--- config.mk ---
export PLATFORM = sky130hd
export DESIGN_NAME = uart_rx_frame
export DESIGN_NICKNAME = d
export VERILOG_FILES = /design/src/rtl/uart_pkg.sv /design/src/rtl/uart_baud_tick.sv /design/src/rtl/uart_rx_frame.sv
export SDC_FILE = /design/constraint.sdc
export NUM_CORES = 1
export LEC_CHECK = 0
export ABC_CLOCK_PERIOD_IN_PS = 7700
export CAP_MARGIN = 20
export CORE_ASPECT_RATIO = 0.6
export CORE_MARGIN = 3
export CORE_UTILIZATION = 45
export CTS_CLUSTER_SIZE = 12
export DETAILED_ROUTE_END_ITERATION = 10
export SETUP_SLACK_MARGIN = 0.4
export SLEW_MARGIN = 30
export SYNTH_ARGS = -nofsm -noshare
export SYNTH_HDL_FRONTEND = slang
export SYNTH_HIERARCHICAL = 1
export SYNTH_SLANG_ARGS = --single-unit
--- constraint.sdc ---
create_clock -name clock -period 7.7 [get_ports clock]
set_input_delay 1.155 -clock clock [delete_from_list [all_inputs] [get_ports clock]]
set_output_delay 1.155 -clock clock [all_outputs]
set_load 0.03 [all_outputs]
--- src/rtl/uart_pkg.sv ---
// Shared UART definitions: receiver states, oversampling points, frame shape
// and the baud divisor, used by both the receiver and the transmitter.
package uart_pkg;

    typedef enum logic [2:0] {
        IDLE,
        START,
        DATA,
        PARITY,
        STOP
    } rx_state_e;

    localparam int         OVERSAMPLE = 16;
    localparam logic [3:0] SAMPLE_A   = 4'd7;
    localparam logic [3:0] SAMPLE_B   = 4'd8;
    localparam logic [3:0] SAMPLE_C   = 4'd9;
    localparam logic [3:0] OS_LAST    = 4'd15;

    localparam int DATA_BITS  = 8;
    localparam bit PARITY_EN  = 1'b1;
    localparam int TICK_CNT_W = 16;

    // Rounded clocks-per-oversample-tick for a given baud rate.
    function automatic int baud_div(input int clk, input int baud);
        return (clk + 8 * baud) / (OVERSAMPLE * baud);
    endfunction

    function automatic logic maj3(input logic a, input logic b, input logic c);
        return (a & b) | (a & c) | (b & c);
    endfunction

endpackage

--- src/rtl/uart_baud_tick.sv ---
// Oversample tick generator with two selectable divisors; a synchronous clear
// holds the phase at zero so ticks align to the clear's release.
module uart_baud_tick
    import uart_pkg::*;
#(
    parameter int DIV_0 = 651,
    parameter int DIV_1 = 54
) (
    input  logic clock,
    input  logic reset_n,
    input  logic div_sel,
    input  logic clear,
    output logic tick
);

    localparam logic [TICK_CNT_W-1:0] LAST_0 = TICK_CNT_W'(DIV_0 - 1);
    localparam logic [TICK_CNT_W-1:0] LAST_1 = TICK_CNT_W'(DIV_1 - 1);

    logic [TICK_CNT_W-1:0] r_cnt;
    logic [TICK_CNT_W-1:0] w_last;
    logic                  w_wrap;

    assign w_last = div_sel ? LAST_1 : LAST_0;
    assign w_wrap = (r_cnt == w_last);
    assign tick   = w_wrap && !clear;

    always_ff @(posedge clock) begin
        if (!reset_n || clear) begin
            r_cnt <= '0;
        end else if (w_wrap) begin
            r_cnt <= '0;
        end else begin
            r_cnt <= r_cnt + 1'b1;
        end
    end

endmodule

--- src/rtl/uart_rx_frame.sv ---
// UART receive deframer: 16x oversampled, 8 data bits LSB first, one parity
// bit and one stop bit, with majority voting on samples 7/8/9 of each bit.
module uart_rx_frame
    import uart_pkg::*;
#(
    parameter int CLK_FREQ   = 100000000,
    parameter int BAUD_0     = 9600,
    parameter int BAUD_1     = 115200,
    parameter bit PARITY_ODD = 1'b0
) (
    input  logic       clock,
    input  logic       reset_n,
    input  logic       baud_sel,
    input  logic       rx_in,
    output logic [7:0] rx_data_out,
    output logic       rx_valid,
    output logic       parity_error,
    output logic       stop_bit_error,
    output logic       rx_busy,
    output logic [1:0] baud_rate
);

    localparam int DIV_0 = baud_div(CLK_FREQ, BAUD_0);
    localparam int DIV_1 = baud_div(CLK_FREQ, BAUD_1);

    rx_state_e r_state;
    rx_state_e w_next;

    logic       r_sync1, r_sync2, r_prev;
    logic       r_armed;
    logic       r_baud_sel;
    logic [3:0] r_os_cnt;
    logic [2:0] r_bit_idx;
    logic [7:0] r_shift;
    logic       r_s7, r_s8;
    logic       r_pe;
    logic [7:0] r_data;
    logic       r_valid, r_perr, r_serr;

    logic w_tick, w_clear, w_start, w_vote, w_vote_now, w_bit_end;

    assign w_clear    = (r_state == IDLE);
    assign w_start    = (r_state == IDLE) && r_armed && r_prev && !r_sync2;
    assign w_vote     = maj3(r_s7, r_s8, r_sync2);
    assign w_vote_now = w_tick && (r_os_cnt == SAMPLE_C);
    assign w_bit_end  = w_tick && (r_os_cnt == OS_LAST);

    uart_baud_tick #(
        .DIV_0(DIV_0),
        .DIV_1(DIV_1)
    ) u_tick (
        .clock  (clock),
        .reset_n(reset_n),
        .div_sel(r_baud_sel),
        .clear  (w_clear),
        .tick   (w_tick)
    );

    always_ff @(posedge clock) begin
        if (!reset_n) begin
            r_state <= IDLE;
        end else begin
            r_state <= w_next;
        end
    end

    always_comb begin
        w_next = r_state;
        unique case (r_state)
            IDLE:    if (w_start) w_next = START;
            START: begin
                if (w_vote_now && w_vote) w_next = IDLE;
                else if (w_bit_end)       w_next = DATA;
            end
            DATA:    if (w_bit_end && r_bit_idx == 3'(DATA_BITS - 1)) w_next = PARITY;
            PARITY:  if (w_bit_end) w_next = STOP;
            STOP:    if (w_vote_now) w_next = IDLE;
            default: w_next = IDLE;
        endcase
    end

    always_ff @(posedge clock) begin
        if (!reset_n) begin
            r_sync1    <= 1'b1;
            r_sync2    <= 1'b1;
            r_prev     <= 1'b1;
            r_armed    <= 1'b1;
            r_baud_sel <= 1'b0;
            r_os_cnt   <= 4'd0;
            r_bit_idx  <= 3'd0;
            r_pe       <= 1'b0;
            r_data     <= 8'h00;
            r_valid    <= 1'b0;
            r_perr     <= 1'b0;
            r_serr     <= 1'b0;
        end else begin
            r_sync1 <= rx_in;
            r_sync2 <= r_sync1;
            r_prev  <= r_sync2;
            r_valid <= 1'b0;

            // A low stop bit disarms edge detection until the line is seen high.
            if (r_state == STOP && w_vote_now && !w_vote) begin
                r_armed <= 1'b0;
            end else if (r_state == IDLE && r_sync2) begin
                r_armed <= 1'b1;
            end

            if (w_start) r_baud_sel <= baud_sel;

            if (r_state == IDLE) begin
                r_os_cnt  <= 4'd0;
                r_bit_idx <= 3'd0;
            end else if (w_tick) begin
                r_os_cnt <= r_os_cnt + 4'd1;
                if (w_bit_end && r_state == DATA) r_bit_idx <= r_bit_idx + 3'd1;
            end

            if (w_vote_now) begin
                case (r_state)
                    PARITY: r_pe <= PARITY_EN && (w_vote != ((^r_shift) ^ PARITY_ODD));
                    STOP: begin
                        r_data  <= r_shift;
                        r_perr  <= r_pe;
                        r_serr  <= !w_vote;
                        r_valid <= 1'b1;
                    end
                    default: ;
                endcase
            end
        end
    end

    always_ff @(posedge clock) begin
        if (w_tick && r_os_cnt == SAMPLE_A) r_s7 <= r_sync2;
        if (w_tick && r_os_cnt == SAMPLE_B) r_s8 <= r_sync2;
        if (w_vote_now && r_state == DATA) r_shift <= {w_vote, r_shift[7:1]};
    end

    assign rx_data_out    = r_data;
    assign rx_valid       = r_valid;
    assign parity_error   = r_perr;
    assign stop_bit_error = r_serr;
    assign rx_busy        = (r_state != IDLE);
    assign baud_rate      = r_baud_sel ? 2'b10 : 2'b01;

endmodule

After elaboration in Yosys (flattened, before gate mapping)
Cells that the tools add are included.
{"block": "classes", "bitwise_logic": 6, "n_mux": 12, "n_eq_ne": 16, "reduce_logical": 31, "addsub": 3}
{"op": "$mux 3", "n": 6}
{"op": "$add 16x1->16 const B", "n": 1}
{"op": "$eq 16x16->1", "n": 1}
{"op": "$logic_and 1x1->1", "n": 15}
{"op": "$pmux 3 s5", "n": 1}
{"op": "$eq 4x4->1 const B", "n": 3}
{"op": "$mux 10", "n": 1}
{"op": "$ne 2x2->1 const B", "n": 4}
{"op": "$reduce_and 2->1", "n": 4}
{"op": "$reduce_xor 8->1", "n": 1}
{"op": "$eq 3x2->1 const B", "n": 2}
{"op": "$eq 3x3->1 const B", "n": 2}
{"op": "$reduce_and 5->1", "n": 1}
{"op": "$add 4x1->4 const B", "n": 1}
{"op": "$eq 4x3->1 const B", "n": 1}
{"op": "$logic_not 1->1", "n": 4}
{"op": "$reduce_or 2->1", "n": 2}
{"op": "$add 3x1->3 const B", "n": 1}
{"op": "$and 1x1->1", "n": 3}
{"op": "$eq 3x1->1 const B", "n": 1}
{"op": "$logic_not 3->1", "n": 1}
{"op": "$mux 1", "n": 3}
{"op": "$ne 3x3->1 const B", "n": 1}
{"op": "$reduce_bool 3->1", "n": 1}
{"op": "other kinds (6)", "n": 7}
{"block": "word_totals", "in_bits": 4, "reg_bits": 53}

Depth between registers and ports, before layout
Gate-level depths: netlist (run 1).
{"block": "depth", "ltp_word": 7, "depth_mapped": 13, "ltp_nobuf": 9}

Hierarchy
The synthesis (run 1) kept the hierarchy.
{"mod": "uart_rx_frame", "n_inst": 1, "area_per_inst_um2": 1565.3, "cells_each": 143}
{"mod": "uart_baud_tick", "n_inst": 1, "area_per_inst_um2": 778.2, "cells_each": 87}

Worst setup path before layout (run 1)
No wires, ideal clock.
{"block": "synth_timing", "path_type": "register to register", "from": "reg u_tick.r_cnt[4]", "to": "reg r_data[2], in the netlist rx_data_out[2]", "stages_incl_launch_ff": 12, "t_required_ps": 7572, "path_slack_ps": 4917, "arrival_time_ps": 2656, "cell_sequence": "dfxtp_1 -> nand2_2 -> or4b_4 -> a221oi_4 -> nor2b_1 -> buf_6 -> and4b_1 -> buf_6 -> nand4_1 -> buf_4 -> mux2i_1 -> nor2_1"}
{"block": "synth_between", "elab_chain_cells": 4}
{"item": "from (decl)", "line": "uart_baud_tick.sv:19", "text": "logic [TICK_CNT_W-1:0] r_cnt;"}
{"item": "from (signal assigned)", "line": "uart_baud_tick.sv:33", "text": "r_cnt <= r_cnt + 1'b1;"}
{"item": "$eq 16x16->1", "line": "uart_baud_tick.sv:24", "text": "assign w_wrap = (r_cnt == w_last);"}
{"item": "$logic_and 1x1->1", "line": "uart_baud_tick.sv:25", "text": "assign tick = w_wrap && !clear;"}
{"item": "via w_tick", "line": "uart_rx_frame.sv:40", "text": "logic w_tick, w_clear, w_start, w_vote, w_vote_now, w_bit_end;"}
{"item": "$logic_and 1x1->1", "line": "uart_rx_frame.sv:45", "text": "assign w_vote_now = w_tick && (r_os_cnt == SAMPLE_C);"}
{"item": "$reduce_and 2->1 (no source line)"}
{"item": "to (signal assigned)", "line": "uart_rx_frame.sv:123", "text": "r_data <= r_shift;"}
{"item": "to (decl)", "line": "uart_rx_frame.sv:37", "text": "logic [7:0] r_data;"}
The timed path passes the listed nets, and every way through them passes these cells.
A chain may end at the register's enable or synchronous reset.

Final worst setup path (run 1)
{"block": "layout_timing", "from": "reg u_tick.r_cnt[4]", "to": "reg r_armed"}
{"block": "layout_between", "elab_chain_cells": 6, "word_cells_on_any_way": 7}
{"item": "$eq 16x16->1 (*)", "line": "uart_baud_tick.sv:24"}
{"item": "$logic_and 1x1->1 (*)", "line": "uart_baud_tick.sv:25"}
{"item": "via w_tick", "line": "uart_rx_frame.sv:40"}
{"item": "$logic_and 1x1->1 (*)", "line": "uart_rx_frame.sv:45"}
{"item": "$logic_and 1x1->1 (*) (2 in series)", "line": "uart_rx_frame.sv:103", "text": "if (r_state == STOP && w_vote_now && !w_vote) begin"}
{"item": "$mux 1 / $reduce_bool 2->1 (equally long branches)"}
{"item": "to (signal assigned)", "line": "uart_rx_frame.sv:87", "text": "r_armed <= 1'b1;"}
{"item": "to (signal assigned)", "line": "uart_rx_frame.sv:104", "text": "r_armed <= 1'b0;"}
{"item": "to (signal assigned)", "line": "uart_rx_frame.sv:106", "text": "r_armed <= 1'b1;"}
{"item": "to (decl)", "line": "uart_rx_frame.sv:30", "text": "logic r_armed;"}
Mark *: on every way through the listed nets, which the timed path passes. The rest lies on a longest branch.

==> results.md, run 1 <==
- Crit path kind: register to register
- DRT antenna net count: 0
- Nets@finish: 254
- Post-Synthesis Cells: 230
- Final GP Congestion: 0.769
- Clk_lat worst skew: 310 ps
- Remaining global-route overflow: 0
- Clock Path Buffers: 2
- Net count after synthesis: 240
- CTS HTree Levels: 2
- Startpoint Class: register
- Dpl ws: 3990 ps
- Worst min path class: register to register
- DRC: 0
- Post-Syn Area per Cell: 10.2 µm²
- Area fraction of the dominant cell type after synthesis: 36.7%
- RSZ-0062 raised after global routing: no
- Status: complete, no violations
- Crit share post-route: 48.2%
- Core area: 4800 µm²
- Pwr/cell area: 176 nW/µm²
- Worst Tran Pin Value: 729 ps
- Main synth FF type: dfxtp_1
- Number of global-route vias before repair: 1403
- Via count of the routed design: 1596
- Per-cell routed wire length: 13.1 µm
- Stages on worst setup path: 8
- Syn Std Cell Area: 2340 µm²
- Input/output buffers: 17
- Clock Skew: 13.0 ps
- Clk root buf: clkbuf_8
- Post-CTS Setup Bufs: 0
- Die Y: 61.9 µm
- Num CTS Buffers: 5
- Routed Wire Length: 4050 µm
- Crit path max-delay family: simple AND/OR/NAND/NOR gates
- Initial antenna violation count: 0
- Max VDD drop: 0.0904 mV
- Hold buffer count at cts: 0
- Ys async rst share: 0%
- Most common cell in the netlist: dfxtp_1
- Hold Fails Final Rpt: 0
- Slew Limit Fails: 0
- Max Cap Violations: 0
- CP max stage delay: 630 ps
- Most common library cells after synthesis: 43 x dfxtp_1, 29 x nor2_1, 14 x mux2i_1, 11 x nand2_1, 11 x xnor2_1
- Final min period: 3710 ps
- Synth area leaders: dfxtp_1 37%, edfxtp_1 13%, mux2i_1 6.0%, nor2_1 4.6%, xnor2_1 4.1%
- Rows: 19
- Final WS setup: 3990 ps
- Clock slew at reported path FFs: 100 ps
- Seq cells post-synth: 53
- Register area share after synthesis: 49.5%
- Synth unique cells: 39
- Worst path arrival time: 3890 ps
- Area leader, netlist: dfxtp_1
- Normalized max-slew margin: 51.3%
- Initial core utilization: 48.8%
- EDFF count, synth: 10
- Ports: 18
- Hpwl dp: 2870 µm
- WHS Path Cells: 1
- Endpoint class of the critical path: register
- Crit Path Max Fanout: 13
- Post_cts resized: 0
- Iteration-0 DRC Markers: 46
- Crit-path cells: nand2_2 -> or4b_4 -> a221oi_4 -> nor2b_1 -> and4b_1 -> nand4_1 -> nor2_1 -> o21ai_0
- Die Footprint: 6140 µm²
- Share of cells above drive strength 1: 7.35%
- Reg2Reg Depth: 8
- Clock sinks: 53
- CTS tree: done
- Fill cells: 459
- TritonRoute pass-1 iters: 4
- TNS Setup: 0 ps
- Chip width: 99.2 µm
- Fmax: 0.269 GHz
- Leakage power: 0.00101 µW
- Sum of buffers and inverters on the critical path: 0
- Yosys warnings: 6
- Global-route wire length before repair: 6790 µm
- Largest net degree at the start of global routing: 19
- Antenna fix cells: 0
- CP max stage cell: nand4_1
- Worst EP required: 7880 ps
- Total GRT Usage: 14.1%
- P&R area growth vs syn: 12.1%
- Vias per inst: 5.18
- Setup violators final: 0
-- registers in the layout, indices dropped and copies added (netlist names), 3 cells and up --
| register | cells |
|---|---|
| r_os_cnt | 4 |
| u_tick/r_cnt | 16 |
| rx_data_out | 8 |
| r_shift | 8 |
| r_state | 3 |
| r_bit_idx | 3 |
-- routing by layer --
layer	track usage, %	part of all wire [%]
met5	0	0
met3	4.01	3.1
met1	20.9	57
met2	20.0	39
met4	4.09	0.89
-- worst paths after layout --
check / from / endpoint / slack, ps
hold reg to reg: r_sync1 / r_sync2 / 420
setup reg to reg: u_tick/r_cnt[4] / r_armed / 3990
hold / removal: r_sync1 / r_sync2 / 420
setup / recovery: u_tick/r_cnt[4] / r_armed / 3990
-- through the flow --
step           util, %  power (µW)  cell area (µm²)  hold slack, ps  instances
2_1_floorplan        -         301             2340             386        230
3_3_place_gp      52.7         306             2530             393        300
3_5_place_dp      52.7         306             2530             409        300
4_1_cts           54.7         467             2630             434        308
5_1_grt           54.7         480             2630             479        308
6_report          54.7         461             2630             422        308
-- cell usage in the layout (no fill, tap or decap), drive strengths merged, types with 2 or more instances in the layout --
cell type,n
a21oi,6
a31oi,2
and3,3
and4,4
and4b,3
clkbuf,5
clkdlybuf4s50,17
dfxtp,43
edfxtp,10
ha,6
inv,11
mux2i,14
nand2,12
nand2b,3
nand3,10
nand4,10
nor2,29
nor3,10
nor4,4
o21ai,6
or3,3
or4b,2
xnor2,11
xor2,10
-- final cells by class --
cell class                 count  area, µm²  area share, %
clock inverter                 3       25.0          0.953
clock buffer                   5       68.8           2.62
sequential                    53       1160           44.2
inverter                      10       37.5           1.43
timing repair buffer          17        170           6.48
multi-input combinational    157       1080           41.3
tap                           63       78.8           3.00
-- worst reg2reg max path, cell delays in order (launching register included) --
cell	delay, ps
dfxtp_1	460
nand2_2	90
or4b_4	530
a221oi_4	480
nor2b_1	500
and4b_1	430
nand4_1	630
nor2_1	330
o21ai_0	130
-- logic make-up after synthesis --
kind of cell	Yosys count	synth area share [%]
AOI/OAI and AO/OA	17	5.13
DFF	53	49.5
adders and majority gates	7	3.68
xor gates and xnor gates	22	8.81
muxes	14	5.98
buffers and inverters	20	4.16
and+or+nand+nor	97	22.7
-- power by group --
part / switching [µW] / leakage, µW / internal [µW]
Combinational: 8.83 / 0.000538 / 5.95
Clock: 95.8 / 0.0000447 / 65.8
Sequential: 2.10 / 0.000427 / 283
Total: 107 / 0.00101 / 355
Power figures use the tool's default switching activity.
==> inputs of run 2 (changes only) <==
- ABC_CLOCK_PERIOD_IN_PS: 7700 -> 3600
- clock period: 7.7 -> 3.6 ns (I/O delays scaled with it)
==> run 2 against run 1 <==
Compared with the run above:
- flip-flop and latch count stayed put
- sequential power is 110% higher
- clock-buffer cell count stayed put
- global-route usage is 0.74 points higher
- worst hold slack worse by 1.3 ps
- final cell count is 1.6% higher
- design area is 1.4% higher
- critical path type unchanged
==> results.md, run 2 (same netlist as run 1, synthesis figures left out) <==
- Worst min path class: register to register (unchanged)
- Clk_lat worst skew: 300 ps (was 310 ps)
- Hold buffer count at cts: 0 (unchanged)
- Hpwl dp: 2930 µm (was 2870 µm)
- P&R area growth vs syn: 13.7% (was 12.1%)
- Leakage power: 0.00104 µW (was 0.00101 µW)
- Crit share post-route: 81.4% (was 48.2%)
- TritonRoute pass-1 iters: 4 (unchanged)
- Crit Path Max Fanout: 8 (was 13)
- Post_cts resized: 0 (unchanged)
- Initial core utilization: 48.8% (unchanged)
- Iteration-0 DRC Markers: 26 (was 46)
- CTS tree: done (unchanged)
- Setup violators final: 0 (unchanged)
- RSZ-0062 raised after global routing: no (unchanged)
- Largest net degree at the start of global routing: 19 (unchanged)
- Final instance area: 2660 µm² (was 2630 µm²)
- Status: complete, no violations (unchanged)
- Largest Register: u_tick/r_cnt (unchanged)
- Cells after DPL: 302 (was 300)
- Dpl ws: 611 ps (was 3990 ps)
- Fmax: 0.341 GHz (was 0.269 GHz)
- Cell Count, Final, Fillers Out: 313 (was 308)
- Number of global-route vias before repair: 1472 (was 1403)
- DRC: 0 (unchanged)
- Clock Path Buffers: 2 (unchanged)
- Worst EP required: 3580 ps (was 7880 ps)
- Startpoint Class: register (unchanged)
- Max reg flops: 16 (unchanged)
- Pwr/cell area: 371 nW/µm² (was 176 nW/µm²)
- Post-DP Area: 2550 µm² (was 2530 µm²)
- Core area: 4800 µm² (unchanged)
- Remaining global-route overflow: 0 (unchanged)
- Num CTS Buffers: 5 (unchanged)
- Max VDD drop: 0.171 mV (was 0.0904 mV)
- Clk root buf: clkbuf_8 (unchanged)
- Global-route wire length before repair: 7120 µm (was 6790 µm)
- Routed Wire Length: 4120 µm (was 4050 µm)
- Final GP Congestion: 0.806 (was 0.769)
- Vias per inst: 5.22 (was 5.18)
- Initial antenna violation count: 0 (unchanged)
- Normalized max-slew margin: 60.8% (was 51.3%)
- Clock Skew: 4.32 ps (was 13.0 ps)
- Share of cells above drive strength 1: 9.20% (was 7.35%)
- Die Y: 61.9 µm (unchanged)
- Clock slew at reported path FFs: 100 ps (about the same)
- Nets@finish: 259 (was 254)
- TNS Setup: 0 ps (unchanged)
- Rows: 19 (unchanged)
- Die Footprint: 6140 µm² (unchanged)
- Clock power frac: 35.1% (was 35.0%)
- Net switching power: 229 µW (was 107 µW)
- Antenna fix cells: 0 (unchanged)
- Hold Fails Final Rpt: 0 (unchanged)
- Worst Tran Pin Value: 588 ps (was 729 ps)
- Ports: 18 (unchanged)
- WHS: 421 ps (was 422 ps)
- Max Cap Violations: 0 (unchanged)
- Endpoint class of the critical path: register (unchanged)
- DRT antenna net count: 0 (unchanged)
- Commonest cells after routing, fill and taps aside: 43 x dfxtp_1, 29 x nor2_1, 17 x clkdlybuf4s50_1, 14 x mux2i_1 (unchanged)
- Final min period: 2930 ps (was 3710 ps)
- Via count of the routed design: 1634 (was 1596)
- CTS HTree Levels: 2 (unchanged)
- Chip width: 99.2 µm (unchanged)
- Total GRT Usage: 14.9% (was 14.1%)
- Per-cell routed wire length: 13.2 µm (was 13.1 µm)
- Slew Limit Fails: 0 (unchanged)
- Input/output buffers: 17 (unchanged)
- Sw frac: 23.1% (about the same)
- Comb power frac: 3.2% (about the same)
- Clock sinks: 53 (unchanged)
- Crit path kind: register to register (unchanged)
- Int Power: 760 µW (was 355 µW)
- Sequential share of power: 61.7% (was 61.8%)
- Worst path arrival time: 2910 ps (was 3890 ps)
- Final WS setup: 670 ps (was 3990 ps)
- Commonest non-fill, non-tap cell in the layout: dfxtp_1 (unchanged)
run 2: cell count changes in the layout (fill, tap and decap cells not counted):
cell,before,now
buf_4,0,5
inv_6,1,2
clkinv_4,1,0
run 2: cell type report:
| type | instances | area, µm² |
|---|---|---|
| multi-input cells | 157 | 1080 |
| clock inverters | 3 | 25.0 |
| clock buffers | 5 | 68.8 |
| fillers | 426 | 2140 |
| inverters | 10 | 37.5 |
| well taps | 63 | 78.8 |
| flip-flops and latches | 53 | 1160 |
| repair buffers | 22 | 208 |
run 2: power by group through the flow:
| stage | Clock, µW | Combinational [µW] | Sequential (µW) |
|---|---|---|---|
| 2_1_floorplan | 0 | 22.6 | 621 |
| 3_3_place_gp | 0 | 32.2 | 623 |
| 3_5_place_dp | 0 | 32.1 | 623 |
| 4_1_cts | 363 | 32.3 | 609 |
| 5_1_grt | 391 | 35.4 | 610 |
| 6_report | 347 | 31.8 | 609 |
run 2: repair_timing:
| item | CTS | global route |
|---|---|---|
| endpoints found under the hold margin | 0 | 0 |
| setup buffers | 0 | 3 |
| endpoints found under the setup margin | 0 | 18 |
run 2: path summary, 6_finish.rpt:
path              cells after the start             from    endpoint  slack [ps]
setup reg to reg                      7  u_tick/r_cnt[4]  r_shift[5]         670
hold / removal                        1          r_sync1     r_sync2         420
setup / recovery                      7  u_tick/r_cnt[4]  r_shift[5]         670
hold reg to reg                       1          r_sync1     r_sync2         420
run 2: critical path: stages (launching register included):
cell      delay, ps
dfxtp_1         470
nand2_2          90
or4b_4          530
a221oi_4        400
nor2b_1         180
buf_4           160
and4b_1         360
and3_1          410
run 2: stage by stage:
| stage | utilization [%] | power (µW) |
|---|---|---|
| after floorplan | - | 644 |
| after global placement | 53.0 | 655 |
| after detailed placement | 53.0 | 655 |
| after CTS | 55.0 | 1010 |
| after global routing | 55.5 | 1040 |
| final | 55.5 | 988 |
run 2: per-layer routing:
layer | global-route usage [%] | vias to the layer above | part of all wire (%)
li1 | - | 850 | -
met4 | 4.09 | 0 | 0.92
met2 | 20.3 | 21 | 38
met1 | 22.5 | 758 | 57
met3 | 4.35 | 5 | 3.4
met5 | 0 | - | 0
==> inputs of run 3 (changes only) <==
- ABC_CLOCK_PERIOD_IN_PS: 3600 -> 2900
- clock period: 3.6 -> 2.9 ns (I/O delays scaled with it)
==> run 3 against run 2 <==
Compared with the run above:
- maximum frequency increased by 19%
- clock skew increased by 11 ps
- clock-buffer cell count unchanged
- worst hold slack got worse by 9.1 ps
- routed wire length up 9.3%
- largest power group unchanged
==> results.md, run 3 (same netlist as run 1, synthesis figures left out) <==
- Worst Tran Pin Value: 634 ps (was 588 ps)
- Worst path arrival time: 2640 ps (was 2910 ps)
- Clk_lat worst skew: 310 ps (was 300 ps)
- Fmax: 0.408 GHz (was 0.341 GHz)
- Max Cap Violations: 0 (unchanged)
- Max reg flops: 16 (unchanged)
- Total GRT Usage: 15.6% (was 14.9%)
- Clock slew at reported path FFs: 100 ps (about the same)
- RR Startpoint: u_tick/r_cnt[5] (was u_tick/r_cnt[4])
- Number of global-route vias before repair: 1524 (was 1472)
- Core area: 4800 µm² (unchanged)
- WHS: 412 ps (was 421 ps)
- Cell Count, Final, Fillers Out: 320 (was 313)
- Endpoint class of the critical path: register (unchanged)
- Fill cells: 433 (was 426)
- Commonest cells after routing, fill and taps aside: 38 x dfxtp_1, 29 x nor2_1, 17 x clkdlybuf4s50_1, 14 x mux2i_1 (was 43 x dfxtp_1, 29 x nor2_1, 17 x clkdlybuf4s50_1, 14 x mux2i_1)
- Initial core utilization: 48.8% (unchanged)
- Num CTS Buffers: 5 (unchanged)
- Hold Startpoint: r_sync1 (unchanged)
- Clock sinks: 53 (unchanged)
- Via count of the routed design: 1686 (was 1634)
- Vias per inst: 5.27 (was 5.22)
- Startpoint Class: register (unchanged)
- Global-route wire length before repair: 7500 µm (was 7120 µm)
- CP Launch Point: u_tick/r_cnt[5] (was u_tick/r_cnt[4])
- DRT antenna net count: 0 (unchanged)
- Clock Skew: 15.2 ps (was 4.32 ps)
- Hold Fails Final Rpt: 0 (unchanged)
- TNS Setup: 0 ps (unchanged)
- Cells after DPL: 303 (was 302)
- Largest Register: u_tick/r_cnt (unchanged)
- Status: complete, no violations (unchanged)
- Clock Path Buffers: 2 (unchanged)
- Commonest non-fill, non-tap cell in the layout: dfxtp_1 (unchanged)
- Chip width: 99.2 µm (unchanged)
- Share of cells above drive strength 1: 15.2% (was 9.20%)
- Input/output buffers: 17 (unchanged)
- Ports: 18 (unchanged)
- Worst EP required: 3090 ps (was 3580 ps)
- Sequential share of power: 62.0% (was 61.7%)
- Leakage power: 0.00109 µW (was 0.00104 µW)
- Routed Wire Length: 4510 µm (was 4120 µm)
- Iteration-0 DRC Markers: 81 (was 26)
- Per-cell routed wire length: 14.1 µm (was 13.2 µm)
- Net switching power: 281 µW (was 229 µW)
- Final min period: 2450 ps (was 2930 ps)
- CTS HTree Levels: 2 (unchanged)
- Die Footprint: 6140 µm² (unchanged)
- Final GP Congestion: 0.831 (was 0.806)
- P&R area growth vs syn: 17.4% (was 13.7%)
- Max VDD drop: 0.249 mV (was 0.171 mV)
- Normalized max-slew margin: 57.8% (was 60.8%)
- CTS tree: done (unchanged)
- Slew Limit Fails: 0 (unchanged)
- Nets@finish: 266 (was 259)
- Worst min path class: register to register (unchanged)
- Crit share post-route: 84.6% (was 81.4%)
- Setup violators final: 0 (unchanged)
- Clock power frac: 34.7% (was 35.1%)
- Pwr/cell area: 442 nW/µm² (was 371 nW/µm²)
- Die Y: 61.9 µm (unchanged)
- Hold buffer count at cts: 0 (unchanged)
- Remaining global-route overflow: 0 (unchanged)
- Crit Path Max Fanout: 5 (was 8)
- Antenna fix cells: 0 (unchanged)
- Largest net degree at the start of global routing: 18 (was 19)
- Initial antenna violation count: 0 (unchanged)
- Clk root buf: clkbuf_8 (unchanged)
- Final WS setup: 447 ps (was 670 ps)
- Final core occ: 57.3% (was 55.5%)
- Rows: 19 (unchanged)
- Int Power: 936 µW (was 760 µW)
- DRC: 0 (unchanged)
- Sw frac: 23.1% (about the same)
- RSZ-0062 raised after global routing: yes (was no)
- Crit path kind: register to register (unchanged)
- Dpl ws: 207 ps (was 611 ps)
- Hpwl dp: 3040 µm (was 2930 µm)
- Comb power frac: 3.3% (was 3.2%)
- TritonRoute pass-1 iters: 6 (was 4)
## run 3: changes by cell type in the layout (fill, tap and decap cells not counted), sizes merged
cell / delta
buf: +7
clkinv: +3
clkinvlp: -1
inv: -2
## run 3: final cells by class
type	count	area [µm²]	area share (%)
Multi-Input combinational cell	157	1100	40.1
Inverter	10	37.5	1.36
Clock buffer	5	68.8	2.50
Timing Repair Buffer	29	265	9.65
Clock inverter	3	22.5	0.819
Tap cell	63	78.8	2.87
Sequential cell	53	1170	42.7
## run 3: path summary, 6_finish.rpt
| path | depth (start not counted) | endpoint | slack (ps) |
|---|---|---|---|
| worst max-delay path | 8 | rx_data_out[7] | 450 |
| worst max register to register | 8 | rx_data_out[7] | 450 |
| worst min-delay path | 1 | r_sync2 | 410 |
| worst min register to register | 1 | r_sync2 | 410 |
## run 3: power groups by stage
| stage | Clock (µW) | Sequential [µW] | Combinational, µW |
|---|---|---|---|
| after floorplan | 0 | 770 | 28.3 |
| after global placement | 0 | 772 | 40.2 |
| after detailed placement | 0 | 772 | 40.0 |
| after CTS | 436 | 754 | 40.3 |
| after global routing | 475 | 755 | 44.9 |
| final | 423 | 754 | 40.3 |
## run 3: through the flow
stage | power [µW] | area [µm²]
2_1_floorplan | 798 | 2360
3_3_place_gp | 813 | 2560
3_5_place_dp | 812 | 2560
4_1_cts | 1230 | 2700
5_1_grt | 1270 | 2750
6_report | 1220 | 2750
## run 3: routing by layer
layer  wire [µm]  global-route usage (%)  vias up
li1            -                       -      863
met1        2460                    23.3      776
met2        1820                    21.6       42
met3         195                    4.01        5
met4          38                    5.84        0
met5           0                       0        -
## run 3: what timing repair did
action | in CTS | in global routing
gates resized for setup | 7 | 5
pin swaps | 2 | 3
cloned | 0 | 1
endpoints found under the setup margin | 15 | 17
hold endpoints to repair | 0 | 0
setup buffers | 4 | 4
## run 3: worst max-delay path: stages, from the launching register on
cell and delay [ps]:
dfxtp_4 370, or4_4 550, a221oi_4 310, nor2b_4 190, and4b_2 280, nand4_1 210, buf_2 240, mux2i_1 150
nor2_1 50
